**src/rtl/pal576i_csync_generator.sv**
```systemverilog
`default_nettype none
// +-----------------------------------------------------------------------------+
// | pal576i_csync_generator: free-running PAL 625i composite sync and markers   |
// | Revision: 1.0                                                               |
// +-----------------------------------------------------------------------------+
module pal576i_csync_generator #(
  parameter int unsigned LINE_CLKS       = 864,
  parameter int unsigned HSYNC_CLKS      = 63,
  parameter int unsigned EQ_CLKS         = 32,
  parameter int unsigned BROAD_HIGH_CLKS = 63,
  parameter int unsigned ACTIVE_START    = 132,
  parameter int unsigned ACTIVE_CLKS     = 720
) (
  input  logic       sysClock,
  input  logic       nReset,
  input  logic       clockEnable,
  output logic       csync,
  output logic       hsync,
  output logic       vsync,
  output logic       isFieldOdd,
  output logic [9:0] lineNumber,
  output logic [9:0] sampleCount,
  output logic       activeVideo
);

  localparam logic [9:0] C_LINE_LAST   = 10'(LINE_CLKS - 1);
  localparam logic [9:0] C_HALF        = 10'(LINE_CLKS / 2);
  localparam logic [9:0] C_HSYNC       = 10'(HSYNC_CLKS);
  localparam logic [9:0] C_EQ          = 10'(EQ_CLKS);
  localparam logic [9:0] C_BROAD_LOW   = 10'(LINE_CLKS / 2 - BROAD_HIGH_CLKS);
  localparam logic [9:0] C_ACT_START   = 10'(ACTIVE_START);
  localparam logic [9:0] C_ACT_END     = 10'(ACTIVE_START + ACTIVE_CLKS);

  generate
    if ((LINE_CLKS % 2 != 0) || (LINE_CLKS < 4) || (LINE_CLKS > 1022) ||
        (ACTIVE_START + ACTIVE_CLKS > LINE_CLKS) ||
        (HSYNC_CLKS > LINE_CLKS / 2) || (EQ_CLKS > LINE_CLKS / 2) ||
        (BROAD_HIGH_CLKS > LINE_CLKS / 2)) begin : g_param_error
      $error("pal576i_csync_generator: illegal parameter combination");
    end
  endgenerate

  typedef enum logic [1:0] {
    K_NONE  = 2'd0,
    K_HSYNC = 2'd1,
    K_EQ    = 2'd2,
    K_BROAD = 2'd3
  } pulse_e;

  // Pulse shape for each half of a line across both fields of the frame.
  function automatic pulse_e pulse_kind(input logic [9:0] line, input logic second);
    pulse_e k;
    k = K_NONE;
    if (!second) begin
      if (line <= 10'd3 || line == 10'd314 || line == 10'd315)
        k = K_BROAD;
      else if (line <= 10'd5 || (line >= 10'd311 && line <= 10'd318) || line >= 10'd624)
        k = K_EQ;
      else
        k = K_HSYNC;
    end else begin
      if (line <= 10'd2 || (line >= 10'd313 && line <= 10'd315))
        k = K_BROAD;
      else if (line <= 10'd5 || line == 10'd311 || line == 10'd312 ||
               line == 10'd316 || line == 10'd317 || line >= 10'd623)
        k = K_EQ;
      else
        k = K_NONE;
    end
    return k;
  endfunction

  logic [9:0] samp_q, samp_d;
  logic [9:0] line_q, line_d;
  logic       csync_q, csync_d;
  logic       hsync_q, hsync_d;
  logic       vsync_q, vsync_d;
  logic       odd_q, odd_d;
  logic       active_q, active_d;

  logic       w_second;
  logic [9:0] w_offset;
  logic       w_low;
  logic       w_start_odd;
  logic       w_start_even;
  pulse_e     w_kind;

  // Outputs are decoded from the next counter state so they register together.
  always_comb begin
    samp_d = samp_q;
    line_d = line_q;
    if (samp_q == C_LINE_LAST) begin
      samp_d = 10'd0;
      line_d = (line_q == 10'd625) ? 10'd1 : line_q + 10'd1;
    end else begin
      samp_d = samp_q + 10'd1;
    end

    w_second = (samp_d >= C_HALF);
    w_offset = w_second ? (samp_d - C_HALF) : samp_d;
    w_kind   = pulse_kind(line_d, w_second);
    w_low    = 1'b0;
    case (w_kind)
      K_HSYNC: w_low = (w_offset < C_HSYNC);
      K_EQ:    w_low = (w_offset < C_EQ);
      K_BROAD: w_low = (w_offset < C_BROAD_LOW);
      default: w_low = 1'b0;
    endcase
    csync_d = ~w_low;

    w_start_odd  = (line_d == 10'd1) && (samp_d == 10'd0);
    w_start_even = (line_d == 10'd313) && (samp_d == C_HALF);
    hsync_d      = (samp_d == 10'd0);
    vsync_d      = w_start_odd || w_start_even;
    odd_d        = w_start_odd ? 1'b1 : (w_start_even ? 1'b0 : odd_q);

    active_d = (((line_d >= 10'd23) && (line_d <= 10'd310)) ||
                ((line_d >= 10'd336) && (line_d <= 10'd622))) &&
               (samp_d >= C_ACT_START) && (samp_d < C_ACT_END);
  end

  always_ff @(posedge sysClock or negedge nReset) begin
    if (!nReset) begin
      samp_q   <= 10'd0;
      line_q   <= 10'd1;
      csync_q  <= 1'b1;
      hsync_q  <= 1'b0;
      vsync_q  <= 1'b0;
      odd_q    <= 1'b1;
      active_q <= 1'b0;
    end else if (clockEnable) begin
      samp_q   <= samp_d;
      line_q   <= line_d;
      csync_q  <= csync_d;
      hsync_q  <= hsync_d;
      vsync_q  <= vsync_d;
      odd_q    <= odd_d;
      active_q <= active_d;
    end else begin
      hsync_q  <= 1'b0;
      vsync_q  <= 1'b0;
    end
  end

  assign csync       = csync_q;
  assign hsync       = hsync_q;
  assign vsync       = vsync_q;
  assign isFieldOdd  = odd_q;
  assign lineNumber  = line_q;
  assign sampleCount = samp_q;
  assign activeVideo = active_q;

endmodule
`default_nettype wire
```
**config.mk**
```make
export PLATFORM = sky130hd
export DESIGN_NAME = pal576i_csync_generator
export DESIGN_NICKNAME = d
export VERILOG_FILES = /design/src/rtl/pal576i_csync_generator.sv
export SDC_FILE = /design/constraint.sdc
export NUM_CORES = 1
export LEC_CHECK = 0
export ABC_AREA = 0
export BUFFER_PORTS_ARGS = -buffer_cell sky130_fd_sc_hd__buf_2
export CORE_ASPECT_RATIO = 0.5
export CORE_MARGIN = 1
export CORE_UTILIZATION = 46
export DETAILED_ROUTE_END_ITERATION = 6
export PLACE_DENSITY = 0.73
export SYNTH_ARGS = -nofsm -noshare
export SYNTH_HDL_FRONTEND = slang
export SYNTH_SLANG_ARGS = --single-unit
```
**constraint.sdc**
```tcl
create_clock -name sysClock -period 8 [get_ports sysClock]
set_input_delay 1.2 -clock sysClock [delete_from_list [all_inputs] [get_ports sysClock]]
set_output_delay 1.2 -clock sysClock [all_outputs]
set_load 0.1 [all_outputs]
```
## Word-level counts from Yosys, hierarchy flattened

Index checks and enable logic that the tools add are counted.

- Flip-flop bits (word level): 25
- Word-level logic and storage cells: 81
- ROM bits: 0
- Input bits: 3
- Output and inout bits: 25
- Memories: 0
- Bits in writable memories: 0
- Bits in latches: 0

- $add $sub $neg: 3
- Multiply operators: 0
- Muxes and demuxes: 14
- Equality and inequality tests: 14
- Bitwise operators: 1
- Div/mod/pow operators: 0
- Shifts and indexed selects: 0
- Magnitude comparators: 19
- Reduce and logical (&&, ||, !) cells: 23

Operators by type and width:

| kind | count |
|---|---|
| == test 10 x 9 -> 1 bit (second input constant) | 8 |
| >= comparator 10 x 9 -> 1 bit (second input constant) | 4 |
| 2-to-1 mux 10 bit | 4 |
| less-or-equal comparator 10 x 9 -> 1 bit (second input constant) | 3 |
| adder 10 x 1 -> 10 bit (second input constant) | 2 |
| == test 10 bit (second input constant) | 2 |
| >= comparator 10 bit (second input constant) | 2 |
| less-or-equal comparator 10 x 2 -> 1 bit (second input constant) | 2 |
| < comparator 10 x 6 -> 1 bit (second input constant) | 2 |
| logical OR 1 bit | 12 |
| == test 10 x 1 -> 1 bit (second input constant) | 1 |
| >= comparator 10 x 5 -> 1 bit (second input constant) | 1 |
| >= comparator 10 x 8 -> 1 bit (second input constant) | 1 |
| less-or-equal comparator 10 bit (second input constant) | 1 |
| less-or-equal comparator 10 x 3 -> 1 bit (second input constant) | 1 |
| logical NOT 10 bit | 1 |
| < comparator 10 bit (second input constant) | 1 |
| < comparator 10 x 9 -> 1 bit (second input constant) | 1 |
| 2-to-1 mux 2 bit | 5 |
| subtractor 10 x 9 -> 10 bit (second input constant) | 1 |
| logical AND 1 bit | 8 |
| == test 2 bit (second input constant) | 2 |
| 2-to-1 mux 1 bit | 4 |
| one-hot mux 1 bit (3 select lines) | 1 |
| 4 further kinds | 4 |

## Longest topological paths before layout

- Depth in word-level cells: 15
- Gate-level depth with buffers: 15
- Mapped depth without buffers: 12

## Worst setup path after synthesis

No wires, ideal clock.

- Path type: register to register
- Start point: register samp_q[1] (netlist: sampleCount[1])
- End point: register csync_q (netlist: csync)
- Buffers on the path: 3
- Setup time: 0.081 ns
- Data arrival time: 4.177 ns
- Setup slack: 3.742 ns
- Cell stages (with the launch flop): 16
- Data required time: 7.919 ns
- Period minus slack after synthesis: 4.258 ns
- Path through: dfrtp_1 ha_1 buf_2 and3_1 buf_2 nand3_1 clkbuf_1 o21a_1 ha_1 a2111oi_0 or2_1 o21a_4 mux2_4 a211oi_1 o32ai_2 a211oi_2

- Elaborated cells on any way between the ends: 47
- Classes of those cells: add/sub (2); order compare (13); eq/ne (10); mux (9); bitwise (1); reduce/logical (12)

RTL lines:

| element | line | source |
|---|---|---|
| start: declaration | 73 | `logic [9:0] samp_q, samp_d;` |
| start signal: assignment | 132 | `samp_q <= samp_d;` |
| adder 10 x 1 -> 10 bit / == test 10 bit (equally long branches) | 96, 92 |  |
| 2-to-1 mux 10 bit (*) | 92 | `if (samp_q == C_LINE_LAST) begin` |
| named net samp_d[5] | 73 |  |
| subtractor 10 x 9 -> 10 bit / >= comparator 10 x 9 -> 1 bit (equally long branches) | 100, 99 |  |
| 2-to-1 mux 10 bit / 2-to-1 mux 2 bit (equally long branches) | 100, 54 |  |
| < comparator 10 x 9 -> 1 bit, or another cell as far along | 106 | `K_BROAD: w_low = (w_offset < C_BROAD_LOW);` |
| one-hot mux 1 bit (3 select lines) (*) | 103 | `case (w_kind)` |
| NOT 1 bit (*) | 109 | `csync_d = ~w_low;` |
| end signal: assignment | 134 | `csync_q <= csync_d;` |
| end: declaration | 75 | `logic csync_q, csync_d;` |

The timed path passes the listed nets; every way through them passes the cells marked *.
A chain may end at the register's enable or synchronous reset.

## Final worst setup path

Ends and elaborated chain as after synthesis.

==> flow_summary.json <==
{
  "hold_end": "isFieldOdd",
  "pwr-share-comb": 0.561,
  "switching_share": 0.564,
  "cap_violations": 0,
  "max-vdd-ir-drop_v": 0.000142,
  "max_freq_ghz": 0.234,
  "ff2ff_setup_slack_ns": 3.73,
  "internal-power_uw": 326,
  "rsz0062_at_grt": "false",
  "cpLargestDelayFamily": "compound AO/OA/AOI/OAI gates",
  "core-area_um2": 5180,
  "cts_tree": "built",
  "clock_latency_ns": 0.26,
  "clk_path_buf_depth": 2,
  "crit_path_start": "sampleCount[1]",
  "yosysTopAreaCellShare": 0.211,
  "cp.arrival_ns": 4.46,
  "routed_wl_mm": 6.74,
  "cts_setup_buffers": 0,
  "finalClockSkew_ns": 0.00428,
  "yosysSeqAreaShare": 0.241,
  "via_count": 2550,
  "path_class": "flop to flop",
  "ios": 28,
  "synth_cells": 322,
  "crit_buf_inv": 0,
  "gp_congestion": 0.908,
  "cts_resized": 0,
  "status": "complete, no violations",
  "clkPwrFrac": 0.155,
  "hold_buffers": 0,
  "clkSinkCount": 25,
  "r2r_cells": 12,
  "synth_edf_count": 0,
  "drt-wirelength-per-cell_um": 16.8,
  "die_h_um": 55.3,
  "yosys_warnings": 0,
  "path_cells": "ha_1 -> and3_1 -> nand3_1 -> o21a_1 -> ha_1 -> a2111oi_0 -> or2_1 -> o21a_4 -> mux2_4 -> a211oi_1 -> o32ai_2 -> a211oi_2",
  "drc": 0,
  "period_minus_slack_ns": 4.27,
  "r2r_start": "sampleCount[1]",
  "viasPerCell": 6.38,
  "grt_pass1_wl_mm": 11.2,
  "cts_buffers": 3,
  "cts_root_buffer": "clkbuf_16",
  "drt-initial-drc-count": 146,
  "ys.flop_type": "dfrtp_1",
  "die_w_um": 109,
  "grtUsageTotal": 0.234,
  "hp-start": "isFieldOdd",
  "netlist_area_um2": 2610,
  "synth_top_cell_by_area": "dfrtp_1",
  "drv_slew": 0,
  "fin_setup_tns_ns": 0,
  "path_clk_slew_ns": 0.07,
  "worst_path_max_delay_cell": "dfrtp_1",
  "syn2layout_area_growth_pct": 5.31,
  "cp-start-kind": "flop",
  "layout.nets": 343,
  "ys_top_cells_by_area": "dfrtp_1, a21oi_1, nor2_1",
  "slowest_delay_ns": 0.50,
  "worstPathRequired_ns": 8.18,
  "crit_fanout": 17,
  "ys_types": 77,
  "synthArstFlopShare": 1.00,
  "slew_headroom": 0.478,
  "whs_path_depth": 2,
  "grt.overflow.total": 0,
  "grt_antenna_before_repair": 0,
  "initial_core_util": 0.505,
  "p_total_uw": 747,
  "grt_max_degree": 35,
  "cpMostUsedCell": "ha_1",
  "p_per_area_nw_per_um2": 271,
  "io_buffers": 27,
  "p_leak_uw": 0.00115,
  "fin_crit_sh": 0.534,
  "num_rows": 18,
  "synth_nets": 334,
  "hp-class": "flop to flop",
  "grt_pass1_vias": 2343,
  "dr.pass1.iters": 5,
  "finalSetupViolations": 0,
  "p_switching_uw": 421,
  "htreeDepth": 1,
  "syn-mean-instance-area_um2": 8.12,
  "finalHoldViolCount": 0,
  "num_antenna_cells": 0,
  "die_area_um2": 6010,
  "cp-end-kind": "flop",
  "r2r_end": "csync",
  "synth-seq-cells": 25,
  "drive_above_1_share": 0.191,
  "final_antenna_net_count": 0,
  "worst_pin_slew_ns": 0.783,
  "seqPwrFrac": 0.284,
  "place_hpwl_mm": 4.99
}
==> cells by family after synthesis <==
| family | share of synthesized area |
|---|---|
| DFF | 0.241 |
| adders and majority gates | 0.0431 |
| muxes | 0.0354 |
| AOI/OAI and AO/OA | 0.238 |
| buffers and inverters | 0.0771 |
| and+or+nand+nor | 0.319 |
| xor gates and xnor gates | 0.0464 |
==> power groups by stage <==
stage               combinational (uW)  sequential [uW]  clock (uW)
global placement                   408              208           0
detailed placement                 416              213           0
floorplan                          254              325           0
CTS                                417              211         119
finish                             419              212         116
global route                       450              218         126
==> cells in the mapped netlist (2+ instances only) <==
| master | count |
|---|---|
| o21ai_1 | 3 |
| xor2_1 | 6 |
| o22ai_1 | 4 |
| o21ai_0 | 16 |
| and3_1 | 8 |
| nor3_4 | 2 |
| buf_6 | 5 |
| dfstp_2 | 3 |
| a22o_1 | 2 |
| xnor2_1 | 6 |
| nand3b_1 | 4 |
| or3_1 | 3 |
| a31oi_1 | 4 |
| clkbuf_8 | 3 |
| a21oi_1 | 24 |
| ha_1 | 9 |
| nand3_1 | 15 |
| inv_1 | 10 |
| and3_2 | 3 |
| o21a_1 | 4 |
| buf_2 | 5 |
| or3b_1 | 2 |
| o31ai_1 | 3 |
| and2_1 | 4 |
| nor3b_1 | 2 |
| o211ai_1 | 5 |
| a211oi_1 | 2 |
| dfrtp_1 | 22 |
| a22oi_1 | 3 |
| nor2b_1 | 4 |
| nor2_1 | 31 |
| nand2_1 | 25 |
| nand2b_1 | 2 |
| nor3_1 | 9 |
| nand4_1 | 12 |
| mux2_2 | 6 |
| clkbuf_1 | 9 |
| a2bb2oi_1 | 2 |
| and4_2 | 2 |
==> routing by layer <==
layer,share of wire,vias to the layer above,global-route usage
li1,-,1223,-
met1,0.49,1218,0.331
met2,0.44,98,0.365
met3,0.055,11,0.0366
met4,0.014,0,0.0695
met5,0,-,0
==> metrics by stage <==
stage | instances | hold WS, ns | area (um2) | util | setup WS (ns)
2_1_floorplan | 322 | 0.680 | 2610 | - | 3.74
6_report | 400 | 0.470 | 2750 | 0.531 | 3.73
3_3_place_gp | 396 | 0.448 | 2670 | 0.516 | 4.05
5_1_grt | 400 | 0.489 | 2750 | 0.531 | 3.30
4_1_cts | 400 | 0.475 | 2750 | 0.531 | 3.79
3_5_place_dp | 396 | 0.464 | 2670 | 0.516 | 3.80
==> registers in the layout, summed over array words and instances (netlist names) <==
register and cells:
lineNumber 10, hsync 1, sampleCount 10, activeVideo 1, isFieldOdd 1, vsync 1, csync 1
==> cells in the final DEF, fill, tap and decap left out, types with 3 or more instances in the layout <==
| cell | n |
|---|---|
| a21oi_1 | 24 |
| a22oi_1 | 3 |
| a31oi_1 | 4 |
| and2_1 | 4 |
| and3_1 | 8 |
| and3_2 | 3 |
| buf_2 | 27 |
| clkbuf_16 | 3 |
| dfrtp_1 | 22 |
| dfstp_2 | 3 |
| ha_1 | 9 |
| inv_1 | 10 |
| mux2_2 | 6 |
| nand2_1 | 25 |
| nand3_1 | 15 |
| nand3b_1 | 4 |
| nand4_1 | 12 |
| nor2_1 | 31 |
| nor2b_1 | 4 |
| nor3_1 | 9 |
| o211ai_1 | 5 |
| o21a_1 | 4 |
| o21ai_0 | 16 |
| o21ai_1 | 3 |
| o22ai_1 | 4 |
| o31ai_1 | 3 |
| or3_1 | 3 |
| xnor2_1 | 6 |
| xor2_1 | 6 |
==> worst reg2reg max path, stage by stage, from the launching register on <==
cell	delay, ns
dfrtp_1	0.50
ha_1	0.42
and3_1	0.34
nand3_1	0.48
o21a_1	0.35
ha_1	0.31
a2111oi_0	0.41
or2_1	0.25
o21a_4	0.18
mux2_4	0.31
a211oi_1	0.27
o32ai_2	0.15
a211oi_2	0.23
==> final cells by class <==
type	instances	area [um2]
Clock buffer	3	75.1
Clock inverter	1	5.00
Fill cell	515	2430
Inverter	10	37.5
Multi-Input combinational cell	264	1780
Sequential cell	25	629
Tap cell	70	87.6
Timing Repair Buffer	27	135
==> worst max path at each step <==
stage / endpoint / cells past startpoint
floorplan: csync / 15
global placement: csync / 12
detailed placement: csync / 12
CTS: csync / 12
global route: csync / 12
finish: csync / 12
(Power assumes the default switching activity.)
